File: src/rtl/wb_port_arbiter.sv
// Register-file write-port arbiter: shares the single write port between the WB
// stage and a 2-entry FIFO of multi-cycle-unit results, with starvation stall.
module wb_port_arbiter #(
    parameter int unsigned STARVE_LIMIT = 4
) (
    input  logic        clk,
    input  logic        rst_n,
    input  logic        wb_regwrite,
    input  logic        wb_memtoreg,
    input  logic [15:0] wb_memdata,
    input  logic [15:0] wb_aluresult,
    input  logic [3:0]  wb_regdst,
    input  logic        mdu_valid,
    output logic        mdu_ready,
    input  logic [15:0] mdu_data,
    input  logic [3:0]  mdu_dst,
    output logic        rf_we,
    output logic [3:0]  rf_waddr,
    output logic [15:0] rf_wdata,
    output logic        rf_src,
    output logic        pipe_stall
);

    localparam int unsigned DW    = 16;
    localparam int unsigned AW    = 4;
    localparam int unsigned AGEW  = 3;
    localparam int unsigned DEPTH = 2;
    localparam logic [AGEW-1:0] AGE_MAX = AGEW'(STARVE_LIMIT);

    typedef struct packed {
        logic [AW-1:0] dst;
        logic [DW-1:0] data;
    } mdu_entry_t;

    typedef enum logic {
        ST_RUN,
        ST_STALL
    } stall_state_t;

    mdu_entry_t      fifo_q [DEPTH];
    logic            rd_ptr_q;
    logic [1:0]      count_q;
    logic [AGEW-1:0] age_q;
    stall_state_t    state_q;

    mdu_entry_t      head;
    logic            p_req;
    logic            m_req;
    logic            head_zero;
    logic            m_grant;
    logic            pop;
    logic            push;
    logic            wr_ptr;
    logic [1:0]      count_d;
    logic [AGEW-1:0] age_d;
    stall_state_t    state_d;
    logic [DW-1:0]   p_data;

    // Ready depends only on registered occupancy, so a full FIFO refuses even while popping.
    assign mdu_ready  = (count_q != 2'(DEPTH));
    assign pipe_stall = (state_q == ST_STALL);

    // Request decode, grant, FIFO bookkeeping, age and stall next-state.
    always_comb begin
        head      = fifo_q[rd_ptr_q];
        p_req     = wb_regwrite && (wb_regdst != '0);
        m_req     = (count_q != '0);
        head_zero = m_req && (head.dst == '0);
        m_grant   = m_req && !head_zero && !p_req;
        pop       = m_grant || head_zero;
        push      = mdu_valid && mdu_ready;
        wr_ptr    = rd_ptr_q ^ count_q[0];
        p_data    = wb_memtoreg ? wb_memdata : wb_aluresult;
        count_d   = count_q + 2'(push) - 2'(pop);

        age_d = age_q;
        if (!m_req || pop) begin
            age_d = '0;
        end else if (age_q < AGE_MAX) begin
            age_d = age_q + AGEW'(1);
        end

        state_d = state_q;
        case (state_q)
            ST_RUN:   if (age_d == AGE_MAX) state_d = ST_STALL;
            ST_STALL: if (!p_req)           state_d = ST_RUN;
            default:  state_d = ST_RUN;
        endcase
    end

    // State register and FIFO storage.
    always_ff @(posedge clk or negedge rst_n) begin
        if (!rst_n) begin
            state_q   <= ST_RUN;
            age_q     <= '0;
            count_q   <= '0;
            rd_ptr_q  <= 1'b0;
            fifo_q[0] <= '0;
            fifo_q[1] <= '0;
        end else begin
            state_q <= state_d;
            age_q   <= age_d;
            count_q <= count_d;
            if (pop)  rd_ptr_q <= ~rd_ptr_q;
            if (push) fifo_q[wr_ptr] <= '{dst: mdu_dst, data: mdu_data};
        end
    end

    // Registered write port; WB stage always wins when it has a real write.
    always_ff @(posedge clk or negedge rst_n) begin
        if (!rst_n) begin
            rf_we    <= 1'b0;
            rf_waddr <= '0;
            rf_wdata <= '0;
            rf_src   <= 1'b0;
        end else if (p_req) begin
            rf_we    <= 1'b1;
            rf_waddr <= wb_regdst;
            rf_wdata <= p_data;
            rf_src   <= 1'b0;
        end else if (m_grant) begin
            rf_we    <= 1'b1;
            rf_waddr <= head.dst;
            rf_wdata <= head.data;
            rf_src   <= 1'b1;
        end else begin
            rf_we    <= 1'b0;
            rf_waddr <= '0;
            rf_wdata <= '0;
            rf_src   <= 1'b0;
        end
    end

endmodule

File: config.mk
export PLATFORM = sky130hd
export DESIGN_NAME = wb_port_arbiter
export DESIGN_NICKNAME = d
export VERILOG_FILES = /design/src/rtl/wb_port_arbiter.sv
export SDC_FILE = /design/constraint.sdc
export NUM_CORES = 1
export LEC_CHECK = 0
export BUFFER_PORTS_ARGS = -buffer_cell sky130_fd_sc_hd__buf_2
export CAP_MARGIN = 5
export CORE_MARGIN = 8
export CORE_UTILIZATION = 29
export DETAILED_ROUTE_END_ITERATION = 12
export GPL_TIMING_DRIVEN = 0
export PLACE_DENSITY_LB_ADDON = 0.15
export SLEW_MARGIN = 20
export SYNTH_ARGS = -nofsm -noshare
export SYNTH_HDL_FRONTEND = slang
export SYNTH_SLANG_ARGS = --single-unit
File: constraint.sdc
create_clock -name clk -period 2.3 [get_ports clk]
set_input_delay 0.46 -clock clk [delete_from_list [all_inputs] [get_ports clk]]
set_output_delay 0.46 -clock clk [all_outputs]
set_load 0.02 [all_outputs]
# After elaboration in Yosys (flattened, before gate mapping)
# Cells that the tools add are included.
[op_classes] addsub=3 magnitude_cmp=4 n_eq_ne=2 mux=19 n_bitwise=5 reduce_logical=14
[op_table] cell="$mux 20" n=4
[op_table] cell="$mux 16" n=3
[op_table] cell="$bwmux 40" n=1
[op_table] cell="$demux 20 s1" n=1
[op_table] cell="$mux 4" n=2
[op_table] cell="$logic_and 1x1->1" n=6
[op_table] cell="$mux 3" n=2
[op_table] cell="$mux 1" n=5
[op_table] cell="$ge 2x2->1 const B" n=2
[op_table] cell="$logic_not 4->1" n=1
[op_table] cell="$not 1->2" n=2
[op_table] cell="$reduce_bool 4->1" n=1
[op_table] cell="$add 3x1->3 const B" n=1
[op_table] cell="$eq 3x3->1 const B" n=1
[op_table] cell="$logic_not 1->1" n=3
[op_table] cell="$lt 3x3->1 const B" n=1
[op_table] cell="$add 2x1->2" n=1
[op_table] cell="$logic_or 1x1->1" n=2
[op_table] cell="$lt 2x1->1 const B" n=1
[op_table] cell="$ne 2x2->1 const B" n=1
[op_table] cell="$not 1->1" n=2
[op_table] cell="$pmux 1 s2" n=1
[op_table] cell="$reduce_bool 2->1" n=1
[op_table] cell="$sub 2x1->2" n=1
[op_table] cell="$xor 1x1->1" n=1
[word_totals] regBits=69 out_inout_bits=24 wordCells=59

# Depth between registers and ports, before layout
[logic_depth] ltp_word=15 mapped_depth=9 ltp_nobuf=8

# Least setup slack after synthesis
# No wires, ideal clock.
[synth_timing] path_kind="input to register" from="input wb_regdst[1]" to="register count_q[1]" arrival_time_ns=2.045 t_required_ns=2.220 setup_slack_ns=0.175 cell_stages=8 path_buffers=1 path_cell_list="o41ai_4 -> buf_2 -> o22a_1 -> ha_1 -> inv_1 -> ha_1 -> xnor2_1 -> xnor2_1"
[synth_between] elab_chain_cells=6
[synth_rtl] item="start, declared" line="12" text="input logic [3:0] wb_regdst,"
[synth_rtl] item="$reduce_bool 4->1" line="66" text="p_req = wb_regwrite && (wb_regdst != '0);"
[synth_rtl] item="$logic_and 1x1->1" line="66"
[synth_rtl] item="$logic_not 1->1"
[synth_rtl] item="$logic_and 1x1->1" line="69" text="m_grant = m_req && !head_zero && !p_req;"
[synth_rtl] item="$logic_or 1x1->1" line="70" text="pop = m_grant || head_zero;"
[synth_rtl] item="named net pop" line="51" text="logic pop;"
[synth_rtl] item="$sub 2x1->2" line="74" text="count_d = count_q + 2'(push) - 2'(pop);"
[synth_rtl] item="named net count_d[1]" line="54" text="logic [1:0] count_d;"
[synth_rtl] item="end signal, assigned" line="103" text="count_q <= count_d;"
[synth_rtl] item="end, declared" line="42" text="logic [1:0] count_q;"
# The timed path passes the listed nets, and every way through them passes these cells.
# A chain may end at the register's enable or synchronous reset.

# Final worst setup path
# Same ends and word-level chain as after synthesis.

==> impl_metrics.toml <==
[sta]
timing.slew.headroom_pct = 42.5
hold_violations = 0
slew_viol_final = 0
period_minus_slack_ns = 2.17
rsz0062_at_grt = "false"
final-setup-viol-count = 0
fmax_mhz = 462
period_share_pct = 94.2
fin_skew_ns = 0.00692
setup_slack_ns = 0.134
tightest_slew_ns = 0.863

[setup_path]
cp.required_ns = 2.57
critPathMaxFanout = 10
critPathCaptureType = "flop"
critical_path_class = "in -> reg"
arrival_ns = 2.43
start_kind = "primary input"

[layout]
area_growth_pct = 27.3
nets = 383
drive_above_1_share_pct = 53.1
final_cells = 464
n_antenna_cell = 0
fill_cells = 1063

[grt]
grt_pass1_wl_um = 12900
grt_max_degree = 44
antenna_found_initial = 1
grt_usage_pct = 11.4
grt_overflow = 0
grt_pass1_vias = 2414
met1_usage_pct = 13.8
grtUsageMet3_pct = 3.86
grt_util_met2_pct = 18.3
grt-busiest-layer = "met2"

[power]
powerDensity_nw_per_um2 = 1330
p_clk_share_pct = 21.2
p_seq_share_pct = 38.0
power_leakage_nw = 1.90
switchingPower_mw = 1.91
p_int_mw = 3.49
switching_share_pct = 35.4
pwr-share-comb_pct = 40.8
ir_worst_vdd_mv = 0.469

[logic_synthesis]
yosysSeqAreaShare_pct = 54.0
synthTopCellsByArea = "dfrtp_1, mux2_2, mux2i_1"
yosys.area.top_type = "dfrtp_1"
ys_ff_latch = 69
synth_cells = 224
syn-cell-area_um2 = 3200
synth.top_cell.area_share_pct = 54.0
synth_warnings = 0
ys_types = 32
syn_area_per_cell_um2 = 14.3
synth_nets = 288

[cts]
max-clock-path-buffers = 2
root_buffer = "clkbuf_8"
cts_htree_levels = 3
cts_tree = "yes"
cts_buffers = 9
clock_latency_ns = 0.34
post-cts-setup-buffers = 0
cts.sinks = 69
clkSlewWorstSetupHoldPaths_ns = 0.08

[floorplanning]
die_h_um = 121
pin_count = 85
fp.dieW_um = 121
fp.coreArea_um2 = 10800
start_util_pct = 29.6
rows = 38
die_area_um2 = 14600

[route]
vias = 2177
viasPerCell = 4.69
ant_nets = 0
drc_errors = 0
drt_iter0_markers = 81
wl_per_cell_um = 16.9
wl_um = 7850
drt_pass1_iterations = 4

[place]
port_buffers = 83
gp_congestion = 0.689
dp_slack_ns = -0.233
dpl.hpwl_um = 5760
dp_cells = 448

[run_status]
run_status = "finished, final reports clean"

[flow_run]
drv_cap = 0

[hold_path]
hold_path.class = "in -> async"
[cell usage after synthesis (all sizes together)]
cell type and number:
mux2i 37, o21bai 1, mux2 41, nor2 4
o21ai 8, clkbuf 3, o32ai 17, dfrtp 69
inv 2, nor3 1, nand2 5, nor4 5
xor2 1, or2 1, xnor2 2, nor2b 1
o22ai 1, nand2b 1, nor3b 2, o22a 1
o2bb2ai 1, ha 3, o41ai 1, and2 1
buf 14, nor4bb 1
[stage by stage]
step,util [%],instance area (um^2),power [mW],hold slack (ns),setup TNS (ns)
finish,37.7,4070,5.40,0.0433,0
floorplan,-,3200,3.66,0.164,0
CTS,37.6,4060,5.49,0.0354,0
detailed placement,35.4,3820,4.30,0.416,-0.300
global placement,35.1,3790,4.25,0.485,-0.314
global route,37.7,4070,5.79,0.0458,0
[worst paths after layout]
kind / start / to / slack (ns) / depth (start not counted)
setup / recovery: wb_regdst[1] / count_q[1] / 0.13 / 9
hold / removal: rst_n / count_q[1] / 0.04 / 1
setup reg to reg: fifo_q[16] / count_q[1] / 0.17 / 9
hold reg to reg: fifo_q[28] / fifo_q[28] / 0.51 / 1
max in group asynchronous: rst_n / fifo_q[7] / 1.71 / 2
min in group clk: mdu_data[2] / fifo_q[2] / 0.36 / 2
[critical path: stages]
cell and delay (ns):
buf_2 0.12, o41ai_4 0.58, buf_2 0.39, o22a_1 0.19
ha_1 0.22, inv_1 0.06, ha_1 0.15, xnor2_1 0.13
xnor2_1 0.13
[cell type report]
| cell class | instances | area (um^2) | area share, % |
|---|---|---|---|
| Multi-Input combinational cell | 136 | 1400 | 34.3 |
| Timing Repair Buffer | 84 | 445 | 10.9 |
| Clock buffer | 10 | 138 | 3.38 |
| Clock inverter | 6 | 93.8 | 2.31 |
| Buffer | 17 | 86.3 | 2.12 |
| Sequential cell | 69 | 1730 | 42.4 |
| Inverter | 2 | 7.51 | 0.185 |
| Tap cell | 140 | 175 | 4.31 |
[per-layer routing]
metal | part of all wire (%) | routed length (um) | vias to the layer above
li1 | - | - | 1018
met1 | 44 | 3440 | 1087
met2 | 48 | 3760 | 58
met3 | 6.4 | 502 | 12
met4 | 1.7 | 130 | 2
met5 | 0.15 | 12 | -
[sequential cells by signal, indices dropped and copies added (netlist names)]
name and flops:
fifo_q 40, rf_wdata 16, rf_waddr 4, age_q 3
count_q 2, pipe_stall 1, rd_ptr_q 1, rf_src 1
rf_we 1
[power groups by stage]
stage                     Clock, mW  Combinational [mW]  Sequential [mW]
after floorplan                   0                1.44             2.22
after global placement            0                2.21             2.05
after detailed placement          0                2.24             2.06
after CTS                      1.19                2.26             2.05
after global routing           1.24                2.44             2.12
final                          1.15                2.21             2.05
[cell families after synthesis]
| logic type | synth area share, % |
|---|---|
| AOI/OAI and AO/OA | 11.4 |
| xor gates and xnor gates | 0.822 |
| adders and majority gates | 1.17 |
| buffers and inverters | 2.78 |
| DFF | 54.0 |
| muxes | 26.0 |
| and+or+nand+nor | 3.76 |
[layout by cell type (no fill, tap or decap), drive strengths merged, types with 3 or more instances in the layout]
cell type	n
buf	97
dfrtp	69
mux2	41
mux2i	37
o32ai	17
clkbuf	14
o21ai	8
nand2	5
nor4	5
nor2	4
inv	4
ha	3
[timing repair]
action	CTS	global route
endpoints found under the hold margin	0	0
hold buffers	0	0
cloned	0	0
gates resized for setup	2	3
setup endpoints to repair	1	1
(Power assumes the default switching activity.)
